## config.mk

```make
export PLATFORM = sky130hd
export DESIGN_NAME = bitonic_loader
export DESIGN_NICKNAME = d
export VERILOG_FILES = /design/src/rtl/bitonic_loader.sv
export SDC_FILE = /design/constraint.sdc
export NUM_CORES = 1
export LEC_CHECK = 0
export ABC_CLOCK_PERIOD_IN_PS = 1850
export BUFFER_PORTS_ARGS = -buffer_cell sky130_fd_sc_hd__clkbuf_2
export CELL_PAD_IN_SITES_DETAIL_PLACEMENT = 2
export CELL_PAD_IN_SITES_GLOBAL_PLACEMENT = 2
export CORE_AREA = 2 2 186 188
export CTS_BUF_LIST = sky130_fd_sc_hd__clkbuf_8
export CTS_CLUSTER_DIAMETER = 100
export DETAILED_ROUTE_END_ITERATION = 12
export DIE_AREA = 0 0 188 190
export PLACE_DENSITY_LB_ADDON = 0.1
export SYNTH_ARGS = -nofsm -noshare
export SYNTH_HDL_FRONTEND = slang
export SYNTH_SLANG_ARGS = --single-unit
```

## constraint.sdc

```tcl
create_clock -name clk -period 1.85 [get_ports clk]
set_input_delay 0.37 -clock clk [delete_from_list [all_inputs] [get_ports clk]]
set_output_delay 0.37 -clock clk [all_outputs]
set_load 0.01 [all_outputs]
```

## src/rtl/bitonic_loader.sv

```systemverilog
// bitonic_loader
//   Input framing stage for the bitonic sorter. Collects a serial stream of
//   signed words (valid/ready) into an N-element frame. A frame closes on the
//   N-th element or on in_last, whichever comes first. Unused slots are filled
//   with the sort-neutral extreme so padding always sorts to the tail. The
//   frame is then held on the parallel output until the network accepts it.
//
// Ports
//   clk          rising-edge clock
//   rst          asynchronous active-low reset
//   in_valid     upstream element valid
//   in_ready     loader can accept an element (high while filling)
//   in_data      signed element, WIDTH bits
//   in_last      final element of the current frame (qualified by in_valid)
//   frame_valid  frame_data / frame_count valid (high while emitting)
//   frame_ready  sorting network accepts the frame this cycle
//   frame_data   slot k at bits [k*WIDTH +: WIDTH], k = 0 first received
//   frame_count  number of real (non-pad) elements, 1..N
module bitonic_loader #(
  parameter int WIDTH = 32,
  parameter int N     = 8,
  parameter int DIR   = 1
) (
  input  logic                 clk,
  input  logic                 rst,
  input  logic                 in_valid,
  output logic                 in_ready,
  input  logic [WIDTH-1:0]     in_data,
  input  logic                 in_last,
  output logic                 frame_valid,
  input  logic                 frame_ready,
  output logic [N*WIDTH-1:0]   frame_data,
  output logic [$clog2(N):0]   frame_count
);

  localparam int IW = $clog2(N);

  // Ascending network: pad with the most-positive value so pads end up last.
  // Descending network: pad with the most-negative value for the same reason.
  localparam logic [WIDTH-1:0] PAD = (DIR != 0) ? {1'b0, {(WIDTH-1){1'b1}}}
                                                : {1'b1, {(WIDTH-1){1'b0}}};
  localparam logic [IW-1:0] LAST_IDX = IW'(N - 1);
  localparam logic [IW-1:0] IDX_ONE  = IW'(1);
  localparam logic [IW:0]   CNT_ONE  = (IW + 1)'(1);

  typedef enum logic {
    S_FILL = 1'b0,
    S_EMIT = 1'b1
  } state_t;

  state_t               r_state;
  logic [IW-1:0]        r_idx;
  logic [N*WIDTH-1:0]   r_frame;
  logic [IW:0]          r_count;

  logic                 w_accept;
  logic                 w_close;
  logic                 w_release;
  logic [N-1:0]         w_sel;
  logic [N-1:0]         w_above;

  assign w_accept  = (r_state == S_FILL) && in_valid;
  assign w_close   = in_last || (r_idx == LAST_IDX);
  assign w_release = (r_state == S_EMIT) && frame_ready;

  // Per-slot decode: w_sel marks the slot written by this element, w_above
  // marks the slots that get padded when the frame closes early.
  generate
    for (genvar gi = 0; gi < N; gi++) begin : g_slot_dec
      localparam logic [IW-1:0] SLOT = IW'(gi);
      assign w_sel[gi]   = (r_idx == SLOT);
      assign w_above[gi] = (SLOT > r_idx);
    end
  endgenerate

  always_ff @(posedge clk or negedge rst) begin
    if (!rst) begin
      r_state <= S_FILL;
      r_idx   <= '0;
      r_frame <= '0;
      r_count <= '0;
    end else begin
      if (w_accept) begin
        for (int j = 0; j < N; j++) begin
          if (w_sel[j]) begin
            r_frame[j*WIDTH +: WIDTH] <= in_data;
          end else if (w_close && w_above[j]) begin
            r_frame[j*WIDTH +: WIDTH] <= PAD;
          end
        end
        if (w_close) begin
          r_count <= {1'b0, r_idx} + CNT_ONE;
          r_idx   <= '0;
          r_state <= S_EMIT;
        end else begin
          r_idx   <= r_idx + IDX_ONE;
        end
      end
      if (w_release) begin
        r_state <= S_FILL;
      end
    end
  end

  // Handshake outputs decode straight from the state register, so there is
  // no combinational path from any input to any output.
  assign in_ready    = (r_state == S_FILL);
  assign frame_valid = (r_state == S_EMIT);
  assign frame_data  = r_frame;
  assign frame_count = r_count;

endmodule

```

==> impl_metrics.ini, run 1 <==
[power_and_ir_drop]
worst_ir_drop_vdd_mv = 0.6324
power.total_mw = 17.80
power_density_nw_per_um2 = 1277
power.leakage_nw = 5.811

[floorplanning]
floorplan.rows = 68
initial_core_util_pct = 29.56
dieWidth_um = 188
die_height_um = 190
core_area_um2 = 33950
ios = 299
die_area_um2 = 35720

[clock_tree]
clock-sinks = 264
worstSkewPairLatency_ps = 560
cts_inserted_buffers = 48
cts_tree = done
cts-root-buf = clkbuf_8
clk_pin_slew_worst_paths_ps = 60
htree_levels = 2
clk_path_buf_depth = 3

[timing]
min_period_over_period_pct = 102.7
tightest_slew_ps = 998.0
fin_ws_ps = -50.57
fin_crit_ps = 1901
slew_viol_final = 0
hold_viol = 0
relSlewSlack_pct = 33.31
fin_tns_setup_ps = -771.1
rsz0062_at_grt = true
setup_viol_count_final = 34
clock.fmax_ghz = 0.5262
skew_ps = 10.08

[route]
drtIter0Drc = 293
num_vias = 8356
drtAntennaViolNets = 0
route.detailed.drc = 0
vias_per_cell = 4.980
totalWireLength_mm = 40.91
wl_per_cell_um = 24.38
drt_pass1_iterations = 4

[setup_path]
crit_path_cell_trace = ha_2 -> ha_4 -> nor2_4 -> buf_6 -> buf_12 -> a221o_2 -> buf_6 -> nand2_4 -> o31ai_4
r2r-start = r_idx[0]
worstPathRequired_ps = 2270
setup.worst_path.start_class = flip-flop
slowest_delay_ps = 460
crit_fanout = 5
cp-end-kind = flip-flop
critPathArrivalTime_ps = 2320
reg2reg_depth = 9
path_class = flip-flop to flip-flop
timing.rr.end = frame_data[191]
cp_top_family = compound AO/OA/AOI/OAI gates
cp_num_buf_inv = 3
crit_slowest_cell = a221o_2
r2r_setup_slack_ps = -50
cpMostUsedCell = buf_6

[grt]
grt_use_total_pct = 21.44
overflow = 0
grt_first_pass_wirelength_mm = 58.24
grt_pass1_vias = 8884
antenna_found_initial = 0
grt_start_max_net_pins = 103

[place]
place_congestion = 0.7318
dp_hpwl_mm = 26.09
port_buffers = 298
dp.cells = 1567

[synth]
synth_area_um2 = 10040
syn-instance-count = 859
synth_nets = 900
synth_seq_cells = 264
synth_cell_types = 31
yosysSeqAreaShare_pct = 65.83
syn_avg_cell_area_um2 = 11.68
ys.warnings.count = 0

[final_layout]
n_antenna_cell = 0
nNetsFinal = 1229
drive_gt1_share_pct = 42.52
fillers = 3607
final_cell_count_no_fill = 1678
area_growth_pct = 38.92

[worst_hold_path]
holdPathEnd = frame_data[203]
hold_depth = 3
hold_start = in_data[11]
hp-class = primary input to flip-flop

[outcome]
violations = negative setup slack
status = finished, violations left

[run]
drv_cap = 0
where the power goes:
part / internal [mW] / switching, mW
Combinational: 2.07 / 2.71
Sequential: 6.97 / 0.752
Clock: 2.82 / 2.48
layer usage:
layer	global-route usage, %	share of wire, %	vias to the layer above
met5	0	0	-
met2	35.57	49	251
met3	6.475	6.9	51
met1	27.25	42	4387
met4	5.724	2.1	0
li1	-	-	3667
per-stage QoR:
step	util, %	hold WS, ps	area (um2)	worst slack, ps
after floorplan	-	74.41	10040	29.88
after CTS	38.95	138.1	13220	-73.00
final	41.07	163.6	13940	-50.57
after global routing	41.07	165.3	13940	-116.9
after global placement	36.03	416.7	12230	-66.80
after detailed placement	36.03	415.4	12230	-139.1
cell type report:
type                       count  area, um2  share of cell area [%]
clock inverter                27      110.1                  0.7897
clock buffer                  58      798.3                   5.726
tap                          455      569.3                   4.083
multi-input combinational    495       3319                   23.81
sequential                   264       6606                   47.38
timing repair buffer         371       2505                   17.97
inverter                       8      33.78                  0.2423
cells in the final DEF, fill, tap and decap left out, types with 5 or more instances in the layout:
master     instances
nand2_1           84
buf_4             30
o21ai_0           24
o21ai_1           20
o21ai_2           22
nand2_4            9
buf_12            18
clkbuf_8          58
clkbuf_16          9
nor2_2            18
clkbuf_2         297
inv_1             30
dfrtp_1          264
buf_6             10
o22a_1           155
a21oi_1           32
nor2_1            76
buf_8              5
nand2_2           16
Yosys cell counts:
cell type | count | area share, %
nor3_1 | 4 | 0.20
o22ai_1 | 5 | 0.31
nor3_4 | 1 | 0.16
buf_2 | 21 | 1.0
clkbuf_1 | 29 | 1.1
a211oi_2 | 1 | 0.12
o21ai_1 | 6 | 0.30
and2b_1 | 1 | 0.075
a311oi_4 | 1 | 0.26
o22a_1 | 155 | 14
clkbuf_2 | 27 | 1.3
buf_4 | 2 | 0.15
buf_1 | 9 | 0.34
nand2_1 | 109 | 4.1
a221o_1 | 1 | 0.10
nand2b_4 | 1 | 0.14
nand3_1 | 5 | 0.25
o21ai_0 | 60 | 3.0
a21oi_1 | 32 | 1.6
inv_1 | 8 | 0.30
o21a_1 | 3 | 0.22
nor2_1 | 96 | 3.6
a2111oi_4 | 1 | 0.27
nand3b_1 | 1 | 0.075
ha_1 | 4 | 0.50
nor2_4 | 1 | 0.11
dfrtp_1 | 264 | 66
a22o_1 | 2 | 0.17
buf_6 | 5 | 0.56
nor2_2 | 1 | 0.062
o31ai_1 | 3 | 0.22
sequential cells by signal, summed over array words and instances (netlist names):
register     flops
frame_valid      1
frame_data     256
frame_count      4
r_idx            3
worst max-delay path by stage:
stage               slack, ps     start         endpoint  cells after the start
floorplan                  30  r_idx[0]   frame_data[22]                      7
global placement          -70  r_idx[0]  frame_data[203]                      7
detailed placement       -140  r_idx[0]  frame_data[221]                      7
CTS                       -70  r_idx[0]   frame_count[2]                      6
global route             -120  r_idx[1]  frame_data[141]                     10
finish                    -50  r_idx[0]  frame_data[191]                      9
worst register-to-register path: stages, from the launching register on:
cell and delay [ps]:
dfrtp_1 360, ha_2 200, ha_4 140, nor2_4 60, buf_6 130, buf_12 120
a221o_2 460, buf_6 180, nand2_4 60, o31ai_4 50
logic make-up (layout without fill, tap and decap cells):
kind of cell	count (synthesis)	count (layout)	synth area share, %
AOI/OAI and AO/OA	270	271	20.11
adders and majority gates	4	4	0.4987
buffers and inverters	101	464	4.825
DFF	264	264	65.83
and+or+nand+nor	220	220	8.740
what timing repair did:
action / in CTS / in global routing
setup endpoints to repair: 117 / 138
pin swaps: 5 / 65
resized for setup: 13 / 130
cloned: 0 / 13
hold buffers: 2 / 0
buffers inserted: 3 / 9
endpoints found under the hold margin: 265 / 0
Note: power is estimated with default switching activity, not from simulation.
==> run 2: changes to the inputs <==
- ABC_CLOCK_PERIOD_IN_PS: 1850 -> 1750
- CORE_AREA: 2 2 186 188 -> 2 2 175 177
- DIE_AREA: 0 0 188 190 -> 0 0 177 179
- clock period: 1.85 -> 1.75 ns (I/O delays scaled with it)
==> run 2 against run 1 <==
Effect of this change: the run still ends with negative setup slack left; power increased by 4.9%; first-iteration DRC count increased by 39%; register-to-register slack got worse by 140 ps; clock power decreased by 2%; sequential share of layout area decreased by 1.2 points; maximum frequency decreased by 2.1%; clock skew increased by 14 ps; critical path type unchanged; critical endpoint is now frame_data[118]; highest routed layer unchanged.
==> impl_metrics.ini, run 2 (synthesized netlist as in run 1, its figures left out) <==
[setup_path]
slowest_delay_ps = 420
timing.rr.end = frame_data[118]
crit_path_cell_trace = ha_4 -> ha_4 -> nor2_4 -> buf_6 -> buf_6 -> a211oi_4 -> buf_12 -> clkbuf_16 -> o22a_1
path_class = flip-flop to flip-flop
r2r-start = r_idx[0]
setup.worst_path.start_class = flip-flop
crit_fanout = 6
worstPathRequired_ps = 2200
reg2reg_depth = 9
critPathArrivalTime_ps = 2390
crit_slowest_cell = dfrtp_1
cp-end-kind = flip-flop
r2r_setup_slack_ps = -190

[timing]
setup_viol_count_final = 255
hold_viol = 0
fin_tns_setup_ps = -29040
min_period_over_period_pct = 110.9
fin_ws_ps = -190.7
skew_ps = 24.24
tightest_slew_ps = 991.6
relSlewSlack_pct = 33.74
timing.hold.ws_ps = 139.6
slew_viol_final = 0
clock.fmax_ghz = 0.5153
rsz0062_at_grt = true
fin_crit_ps = 1941

[clock_tree]
worstSkewPairLatency_ps = 570
clk_path_buf_depth = 3
clk_pin_slew_worst_paths_ps = 60
htree_levels = 2
clock-sinks = 264
cts-root-buf = clkbuf_8
cts_tree = done
cts_inserted_buffers = 47

[final_layout]
largest_register_ffs = 256
most-common-layout-cells = 297 x clkbuf_2, 264 x dfrtp_1, 155 x o22a_1, 93 x nand2_1, 92 x nor2_1
drive_gt1_share_pct = 42.66
area_growth_pct = 42.65
final_common_cell = clkbuf_2
n_antenna_cell = 0
nNetsFinal = 1250
fin_area_um2 = 14320

[floorplanning]
die_height_um = 179
ios = 299
initial_core_util_pct = 33.42
core_area_um2 = 30030
die_area_um2 = 31680
dieWidth_um = 177
floorplan.rows = 64

[place]
port_buffers = 298
dp_hpwl_mm = 25.51
place_area_um2 = 12280
place_congestion = 0.7437
pre_cts_slack_ps = -137.0

[route]
drtAntennaViolNets = 0
wl_per_cell_um = 26.00
drt_pass1_iterations = 4
totalWireLength_mm = 42.35
vias_per_cell = 5.292
route.detailed.drc = 0
num_vias = 8620
drtIter0Drc = 407

[grt]
grt_start_max_net_pins = 59
overflow = 0
grt_first_pass_wirelength_mm = 60.13
antenna_found_initial = 0
grt_use_total_pct = 25.68
grt_pass1_vias = 9162

[power_and_ir_drop]
power.total_mw = 18.68
power_density_nw_per_um2 = 1305
power.leakage_nw = 6.038
worst_ir_drop_vdd_mv = 0.5129

[worst_hold_path]
holdPathEnd = frame_data[202]
hp-class = primary input to flip-flop
hold_start = in_data[10]
hold_depth = 3

[outcome]
violations = negative setup slack
status = finished, violations left

[run]
drv_cap = 0
## run 2: cell types whose count changed in the layout (fill, tap and decap cells not counted), sizes merged
cell	before	now
a221o	2	1
clkbuf	364	357
buf	63	87
bufbuf	0	1
inv	31	26
clkinv	3	1
## run 2: what timing repair did
action	4_1_cts	5_1_grt
setup buffers	12	10
endpoints found under the hold margin	73	0
cloned	15	8
endpoints found under the setup margin	254	257
resized for setup	67	98
pin swaps	30	25
hold buffers	2	0
## run 2: worst max path at each step
stage | startpoint | end | slack (ps) | cells past startpoint
4_1_cts | r_idx[0] | frame_data[222] | -170 | 9
3_3_place_gp | r_idx[0] | frame_data[238] | -30 | 5
3_5_place_dp | r_idx[0] | frame_data[228] | -140 | 5
2_1_floorplan | r_idx[0] | frame_data[22] | -3 | 7
5_1_grt | r_idx[1] | frame_data[118] | -250 | 9
6_report | r_idx[0] | frame_data[118] | -190 | 9
## run 2: power breakdown
part | switching [mW] | internal [mW]
combinational | 2.90 | 2.37
sequential | 0.829 | 7.37
clock | 2.51 | 2.71
total | 6.24 | 12.4
## run 2: stage by stage
| step | cells | util (%) |
|---|---|---|
| CTS | 1614 | 45.95 |
| global route | 1629 | 47.68 |
| detailed placement | 1512 | 40.88 |
| floorplan | 859 | - |
| finish | 1629 | 47.68 |
| global placement | 1512 | 40.88 |
## run 2: final cells by class
class | instances | area, um2
clock inverters | 20 | 76.32
clock buffers | 53 | 729.5
flip-flops and latches | 264 | 6606
multi-input cells | 494 | 3282
fillers | 3115 | 15710
repair buffers | 394 | 3093
inverters | 8 | 33.78
well taps | 396 | 495.5
## run 2: layer usage
metal	global-route usage, %	vias up	part of all wire, %	wire length [um]
li1	-	3700	-	-
met1	32.54	4557	41	17190
met2	43.32	292	50	21110
met3	6.552	71	7.2	3060
met4	7.541	0	2.3	991
met5	0	-	0	0
## run 2: worst max-delay path: cells and delay by family, from the launching register on
| kind | cells | cell delay (ps) |
|---|---|---|
| AOI/OAI and AO/OA | 2 | 260 |
| and+or+nand+nor | 1 | 220 |
| adders and majority gates | 2 | 340 |
| DFF | 1 | 420 |
| buffers and inverters | 4 | 570 |
